[config.mk]
export PLATFORM = sky130hd
export DESIGN_NAME = ifetch_resp
export DESIGN_NICKNAME = d
export VERILOG_FILES = /design/src/rtl/ifetch_resp.sv
export SDC_FILE = /design/constraint.sdc
export NUM_CORES = 1
export LEC_CHECK = 0
export ABC_AREA = 1
export CAP_MARGIN = 20
export CORE_UTILIZATION = 48
export DETAILED_ROUTE_END_ITERATION = 7
export HOLD_SLACK_MARGIN = 0.03
export PLACE_DENSITY = 0.81
export SKIP_LAST_GASP = 1
export SLEW_MARGIN = 30
export SYNTH_ARGS = -nofsm -noshare
export SYNTH_HDL_FRONTEND = slang
export SYNTH_SLANG_ARGS = --single-unit
[constraint.sdc]
create_clock -name clk -period 7.41 [get_ports clk]
set_input_delay 2.223 -clock clk [delete_from_list [all_inputs] [get_ports clk]]
set_output_delay 2.223 -clock clk [all_outputs]
set_load 0.005 [all_outputs]
[src/rtl/ifetch_resp.sv]
// Uncached instruction-fetch responder: one 8-byte fetch per request, served by a
// 2-beat AXI INCR read burst, with flush handling that never abandons a burst mid-flight.
module ifetch_resp #(
    parameter int              ID_W      = 4,
    parameter logic [ID_W-1:0] FETCH_ID  = '0,
    parameter logic [6:0]      EXCP_ADEF = 7'h08,
    parameter logic [6:0]      EXCP_NOP  = 7'h00
) (
    input  logic            clk,
    input  logic            rst,
    input  logic            inst_rreq,
    input  logic [31:0]     pc,
    input  logic            flush,
    output logic            stall,
    output logic            out_valid,
    input  logic            out_ready,
    output logic [31:0]     out_pc,
    output logic [31:0]     out_inst0,
    output logic [31:0]     out_inst1,
    output logic            out_excp,
    output logic [6:0]      out_excp_cause,
    output logic            arvalid,
    input  logic            arready,
    output logic [31:0]     araddr,
    output logic [ID_W-1:0] arid,
    output logic [7:0]      arlen,
    output logic [2:0]      arsize,
    output logic [1:0]      arburst,
    input  logic            rvalid,
    output logic            rready,
    input  logic [31:0]     rdata,
    input  logic [ID_W-1:0] rid,
    input  logic            rlast
);

    typedef enum logic [2:0] {
        S_IDLE,
        S_AR,
        S_R0,
        S_R1,
        S_OUT,
        S_DRAIN
    } state_e;

    state_e      state_q, state_d;
    logic [31:0] pc_q, pc_d;
    logic        discard_q, discard_d;
    logic [31:0] beat0_q, beat0_d;
    logic [31:0] out_pc_q, out_pc_d;
    logic [31:0] out_inst0_q, out_inst0_d;
    logic [31:0] out_inst1_q, out_inst1_d;
    logic        out_excp_q, out_excp_d;
    logic        beat;

    // Beats carrying another id belong to someone else; they are accepted but ignored.
    assign beat = rvalid && (rid == FETCH_ID);

    always_comb begin
        state_d     = state_q;
        pc_d        = pc_q;
        discard_d   = discard_q;
        beat0_d     = beat0_q;
        out_pc_d    = out_pc_q;
        out_inst0_d = out_inst0_q;
        out_inst1_d = out_inst1_q;
        out_excp_d  = out_excp_q;
        case (state_q)
            S_IDLE: begin
                discard_d = 1'b0;
                if (inst_rreq && !flush) begin
                    pc_d = pc;
                    if (pc[1:0] != 2'b00) begin
                        state_d     = S_OUT;
                        out_pc_d    = pc;
                        out_inst0_d = '0;
                        out_inst1_d = '0;
                        out_excp_d  = 1'b1;
                    end else begin
                        state_d = S_AR;
                    end
                end
            end
            S_AR: begin
                // The address phase cannot be withdrawn, so a flush only marks the burst for draining.
                if (flush) discard_d = 1'b1;
                if (arready) begin
                    state_d   = (discard_q || flush) ? S_DRAIN : S_R0;
                    discard_d = 1'b0;
                end
            end
            S_R0: begin
                if (beat) beat0_d = rdata;
                if (flush) begin
                    state_d = (beat && rlast) ? S_IDLE : S_DRAIN;
                end else if (beat && rlast) begin
                    state_d     = S_OUT;
                    out_pc_d    = pc_q;
                    out_inst0_d = rdata;
                    out_inst1_d = '0;
                    out_excp_d  = 1'b0;
                end else if (beat) begin
                    state_d = S_R1;
                end
            end
            S_R1: begin
                if (flush) begin
                    state_d = (beat && rlast) ? S_IDLE : S_DRAIN;
                end else if (beat) begin
                    state_d     = S_OUT;
                    out_pc_d    = pc_q;
                    out_inst0_d = beat0_q;
                    out_inst1_d = rdata;
                    out_excp_d  = 1'b0;
                end
            end
            S_OUT: begin
                if (flush || out_ready) state_d = S_IDLE;
            end
            S_DRAIN: begin
                if (beat && rlast) state_d = S_IDLE;
            end
            default: state_d = S_IDLE;
        endcase
    end

    always_ff @(posedge clk or posedge rst) begin
        if (rst) begin
            state_q     <= S_IDLE;
            pc_q        <= '0;
            discard_q   <= 1'b0;
            beat0_q     <= '0;
            out_pc_q    <= '0;
            out_inst0_q <= '0;
            out_inst1_q <= '0;
            out_excp_q  <= 1'b0;
        end else begin
            state_q     <= state_d;
            pc_q        <= pc_d;
            discard_q   <= discard_d;
            beat0_q     <= beat0_d;
            out_pc_q    <= out_pc_d;
            out_inst0_q <= out_inst0_d;
            out_inst1_q <= out_inst1_d;
            out_excp_q  <= out_excp_d;
        end
    end

    // stall depends on state alone, keeping flush off the PC-hold path.
    assign stall          = (state_q != S_IDLE);
    assign out_valid      = (state_q == S_OUT);
    assign arvalid        = (state_q == S_AR);
    assign rready         = (state_q == S_R0) || (state_q == S_R1) || (state_q == S_DRAIN);
    assign araddr         = pc_q;
    assign arid           = FETCH_ID;
    assign arlen          = 8'd1;
    assign arsize         = 3'b010;
    assign arburst        = 2'b01;
    assign out_pc         = out_pc_q;
    assign out_inst0      = out_inst0_q;
    assign out_inst1      = out_inst1_q;
    assign out_excp       = out_excp_q;
    assign out_excp_cause = out_excp_q ? EXCP_ADEF : EXCP_NOP;

endmodule

==> run_results.csv, run 1 <==
group,metric,value,unit
outcome,status,"completed",
layout,nets,1234,
worst_setup_path,r2r_end,"out_inst1[13]",
power,switchingPower,0.001305,W
floorplan,initial_core_util,49.40,%
sta,whs,467.1,ps
layout,post-route-util,66.51,%
run,maxCapViolations,0,
sta,hold_viol,0,
synthesis,synth_warnings,0,
power,swShare,36.22,%
worst_setup_path,critPathLaunchType,"flip-flop",
place,place.gp.congestion,0.9124,
floorplan,top_level_ports,233,
floorplan,die_area,0.01692,mm^2
worst_setup_path,r2r_setup_slack,4710,ps
synthesis,post_synth.cell_area_avg,7.955,um^2
layout,nFillCells,1321,
synthesis,synth_cell_type_count,24,
power,power_frac_comb,38.9,%
sta,relSlewSlack,37.25,%
power,clockPowerShare,24.8,%
floorplan,die_w,130.1,um
clock_network,root_buffer,"clkbuf_16",
drt,drtAntennaViolNets,0,
sta,skew,7.378,ps
drt,drc_errors,0,
hold_path,min_from,"out_inst0[19]",
place,port_buffers,209,
drt,drtPass1Iterations,5,
worst_setup_path,arrival,1940,ps
drt,avgViaCountPerCell,5.262,
clock_network,cts_setup_buffers,0,
place,hpwl,14.00,mm
sta,final_max_slew_viol_count,0,
layout,syn_to_final_growth,34.65,%
layout,drive_gt1_share,4.542,%
sta,worstMarginPinSlew,939.0,ps
grt,grt_max_degree,98,
clock_network,cts_tree,"yes",
clock_network,cts_hold_buffers,0,
synthesis,ys_seq_area_share,52.43,%
sta,grt_setup_unrepaired,"no",
layout,antenna_cells,0,
drt,wl_per_cell,15.59,um
clock_network,cts-buffers-inserted,17,
worst_setup_path,criticalPathCategory,"flip-flop to output port",
worst_setup_path,cp.required,5190,ps
sta,fmax,240.1,MHz
worst_setup_path,endpoint_kind,"output port",
worst_setup_path,r2r_cells,9,
hold_path,min_path_cells,2,
power,pwr-share-seq,36.3,%
clock_network,clk_latency,420,ps
drt,routed-via-count,7277,
synthesis,synth_area,0.007875,mm^2
floorplan,core.rowCount,46,
grt,grt_pass1_vias,6695,
hold_path,min_path_type,"flip-flop to flip-flop",
floorplan,core-area,0.01594,mm^2
worst_setup_path,path_max_fanout,8,
grt,antenna_found_initial,0,
sta,setup_violations,0,
clock_network,cts.sinks,165,
synthesis,ys_ff_latch,165,
clock_network,clk_pin_slew,60,ps
sta,period_needed,4166,ps
power,ir_worst_vdd,0.4463,mV
sta,setup-tns-final,0,ps
floorplan,die_h,130.1,um
grt,grt_usage,26.60,%
clock_network,cts_buffer_depth,2,
grt,grt_remaining_overflow,0,
sta,period_share,56.22,%
drt,drt_iter0_markers,479,
power,cell_internal_pwr,0.002299,W
worst_setup_path,r2r_start,"state_q[2]",
grt,grt_pass1_wl,34.74,mm
power,p_per_area,339.9,mW/mm^2
clock_network,h-tree-depth,4,
synthesis,syn_inst,990,
power,power_leakage,5.227,nW
drt,totalWireLength,21.56,mm
hold_path,min_to,"out_inst0[19]",
clock_network,ctsResizeCount,0,
## flip-flops by register name, summed over array words and instances, names as in the netlist
signal / cells
beat0_q: 32
state_q: 3
araddr: 32
out_excp: 1
discard_q: 1
out_inst0: 32
out_pc: 32
out_inst1: 32
## routing by layer
layer	vias to the layer above	GRT usage (%)	routed length [um]	part of all wire, %
li1	3487	-	-	-
met4	0	11.15	668	3.1
met5	-	0	0	0
met2	307	41.30	10250	48
met3	40	5.740	1417	6.6
met1	3443	36.19	9223	43
## cell families (layout without fill, tap and decap cells)
logic type | Yosys count | count (layout) | synth area share, %
and+or+nand+nor | 510 | 510 | 27.93
buffers and inverters | 177 | 333 | 10.42
DFF | 165 | 165 | 52.43
adders and majority gates | 3 | 3 | 0.4767
AOI/OAI and AO/OA | 133 | 133 | 8.643
other | 2 | 23 | 0.09536
## stage by stage
step	total power (W)	instance area, um^2	setup WS, ps	cells
2_1_floorplan	0.002018	7954	725.3	1011
3_3_place_gp	0.002638	9897	2798	1348
3_5_place_dp	0.002714	10000	2844	1352
4_1_cts	0.003622	10600	3250	1383
5_1_grt	0.003832	10600	3147	1383
6_report	0.003604	10600	3244	1383
## placed cells by master, fill, tap and decap left out, types with 3 or more instances in the layout
| cell | count |
|---|---|
| o21ai_1 | 10 |
| nor2_1 | 51 |
| nand2_1 | 339 |
| clkinv_4 | 3 |
| ha_1 | 3 |
| nor2_4 | 3 |
| nand4_1 | 98 |
| nand3_1 | 13 |
| clkinv_2 | 3 |
| inv_1 | 80 |
| buf_4 | 5 |
| o21ai_0 | 119 |
| clkbuf_16 | 17 |
| conb_1 | 23 |
| clkdlybuf4s50_1 | 209 |
| dfrtp_1 | 165 |
| bufinv_16 | 3 |
## worst max-delay path, stage by stage, from the launching register on
cell             delay (ps)
dfrtp_1                 610
inv_2                   160
o21ai_0                 220
clkdlybuf4s50_1         540
## power groups by stage
stage	clock network [W]	registers [W]	logic [W]
finish	0.000894	0.00131	0.00140
global route	0.000954	0.00134	0.00154
CTS	0.000908	0.00131	0.00141
detailed placement	0	0.00131	0.00140
global placement	0	0.00131	0.00133
floorplan	0	0.00130	0.000716
## cells in the mapped netlist
library cell    n  area, um^2
nand3_2         1       10.01
nand4_1        98       613.1
clkbuf_1       38       142.6
o21ai_0       119       595.6
nand2_1       340        1276
buf_4          27       202.7
buf_6           3       33.78
nand3_1        14       70.07
nor2_2          1       6.260
a21oi_4         1       16.27
buf_2          26       130.1
or2_1           1       6.260
nor3_1          1       5.000
inv_1          82       307.8
inv_2           1       3.750
dfrtp_1       165        4129
o21ai_2         1       8.760
o21ai_1        10       50.05
nor2_1         52       195.2
a21oi_1         2       10.01
nor2_4          1       11.26
nand2_2         1       6.260
ha_1            3       37.54
conb_1          2       7.510
## how the worst max path moves through the flow
stage	start	endpoint	slack (ps)	depth (start not counted)
detailed placement	flush	out_inst1[21]	2840	9
global placement	flush	out_pc[29]	2800	9
CTS	state_q[2]	rready	3250	3
finish	state_q[2]	rready	3240	3
global route	flush	out_pc[20]	3150	10
floorplan	rst	araddr[0]	730	1
## cell type report
class	count	area (um^2)	share of cell area [%]
flip-flops and latches	165	4129	38.94
multi-input cells	669	3054	28.80
repair buffers	219	2236	21.09
clock buffers	19	442.9	4.177
inverters	83	316.6	2.985
well taps	216	270.3	2.549
clock inverters	12	155.1	1.463
(Power assumes the default switching activity.)
==> run 2: changes to the inputs <==
==> constraint.sdc (replaced) <==
create_clock -name clk -period 4.2 [get_ports clk]
set_input_delay 1.26 -clock clk [delete_from_list [all_inputs] [get_ports clk]]
set_output_delay 1.26 -clock clk [all_outputs]
set_load 0.005 [all_outputs]
==> run_results.csv, run 2 (same netlist as run 1, synthesis figures left out) <==
group,metric,value,unit
outcome,status,"completed",
drt,drt_iter0_markers,572,
run,maxCapViolations,0,
sta,final_max_slew_viol_count,0,
drt,drtAntennaViolNets,0,
worst_setup_path,r2r_cells,9,
place,dp.cells,1355,
worst_setup_path,critPathMaxStageDelay,530,ps
drt,wl_per_cell,15.85,um
sta,relSlewSlack,47.46,%
place,place_ws,900.3,ps
hold_path,min_from,"out_inst0[23]",
worst_setup_path,critPathTopFamily,"buffers and inverters",
sta,setup_ws,1008,ps
worst_setup_path,endpoint_kind,"output port",
worst_setup_path,arrival,1930,ps
drt,totalWireLength,21.99,mm
drt,drtPass1Iterations,5,
drt,drc_errors,0,
sta,period_needed,3192,ps
grt,grt_pass1_vias,6891,
floorplan,die_area,0.01692,mm^2
grt,grt_pass1_wl,34.85,mm
clock_network,cts-buffers-inserted,17,
sta,whs,466.6,ps
worst_setup_path,crit_path_frequent_cell,"inv_1",
hold_path,min_path_type,"flip-flop to flip-flop",
hold_path,min_path_cells,2,
worst_setup_path,path_cells,"inv_1, nor2_1, inv_1, o21ai_0, clkdlybuf4s50_1",
clock_network,cts.sinks,165,
sta,setup_violations,0,
power,p_per_area,607.2,mW/mm^2
clock_network,clk_latency,420,ps
grt,antenna_found_initial,0,
clock_network,cts_tree,"yes",
floorplan,core-area,0.01594,mm^2
clock_network,cts_hold_buffers,0,
worst_setup_path,r2r_setup_slack,1870,ps
hold_path,min_to,"out_inst0[23]",
power,power_leakage,5.270,nW
drt,routed-via-count,7299,
sta,fmax,313.3,MHz
layout,nets,1237,
floorplan,die_w,130.1,um
layout,nFillCells,1302,
floorplan,top_level_ports,233,
worst_setup_path,critical_path_buf_inv_count,3,
worst_setup_path,cp.required,2940,ps
clock_network,clk_pin_slew,60,ps
grt,grt_usage,26.79,%
layout,syn_to_final_growth,35.67,%
sta,grt_setup_unrepaired,"no",
layout,final_common_cell,"nand2_1",
place,place.gp.congestion,0.8686,
layout,drive_gt1_share,4.868,%
clock_network,cts_setup_buffers,0,
clock_network,root_buffer,"clkbuf_16",
layout,final_cell_mix,"nand2_1 (339), clkdlybuf4s50_1 (209), dfrtp_1 (165)",
sta,hold_viol,0,
worst_setup_path,critical-path-slowest-cell,"clkdlybuf4s50_1",
sta,worstMarginPinSlew,786.5,ps
floorplan,core.rowCount,46,
sta,period_share,76.00,%
clock_network,h-tree-depth,4,
sta,skew,8.630,ps
place,port_buffers,209,
sta,setup-tns-final,0,ps
place,hpwl,14.24,mm
worst_setup_path,path_max_fanout,6,
floorplan,die_h,130.1,um
worst_setup_path,r2r_start,"state_q[2]",
clock_network,ctsResizeCount,0,
worst_setup_path,critPathLaunchType,"flip-flop",
power,ir_worst_vdd,0.4722,mV
floorplan,initial_core_util,49.40,%
layout,antenna_cells,0,
drt,avgViaCountPerCell,5.262,
worst_setup_path,path_depth,5,
grt,grt_max_degree,98,
worst_setup_path,criticalPathCategory,"flip-flop to output port",
worst_setup_path,r2r_end,"out_inst1[17]",
grt,grt_remaining_overflow,0,
layout,stdcell_count,1387,
clock_network,cts_buffer_depth,2,
[run 2: report_power, final]
part           total, W  switching (W)  internal [W]
logic           0.00249        0.00138       0.00111
clock network   0.00168       0.000628       0.00105
registers       0.00232       0.000310       0.00201
[run 2: area by class of cell]
type,instances,area (um^2),share of cell area [%]
flip-flops and latches,165,4129,38.65
multi-input cells,669,3047,28.52
repair buffers,222,2285,21.38
clock buffers,18,429.2,4.017
inverters,83,315.3,2.951
well taps,216,270.3,2.530
clock inverters,14,209.0,1.956
[run 2: tightest hold or removal path, stage by stage, from the launching register on]
cell and delay (ps):
dfrtp_1 340, nand2_1 50, nand2_1 40
[run 2: metrics by stage]
stage                     utilization (%)  total power (W)  cell area (um^2)
after floorplan                         -         0.003561              7958
after global placement              62.82         0.004745             10020
after detailed placement            63.01         0.004809             10050
after CTS                           67.01         0.006506             10680
after global routing                67.01         0.006852             10680
final                               67.01         0.006487             10680
[run 2: worst max path at each step]
stage                    start         end  slack, ps
finish              state_q[0]      rready       1010
global route        state_q[0]      rready        910
CTS                 state_q[2]      rready       1010
detailed placement       flush  araddr[15]        900
global placement         flush  araddr[31]       1010
floorplan                  rst   araddr[0]        840
[run 2: per-layer routing]
| metal | track usage [%] | part of all wire, % | vias to the layer above | wire [um] |
|---|---|---|---|---|
| met4 | 10.81 | 2.9 | 0 | 634 |
| met5 | 0 | 0 | - | 0 |
| met2 | 42.62 | 49 | 310 | 10690 |
| met1 | 35.72 | 42 | 3447 | 9181 |
| li1 | - | - | 3496 | - |
| met3 | 5.822 | 6.7 | 46 | 1481 |
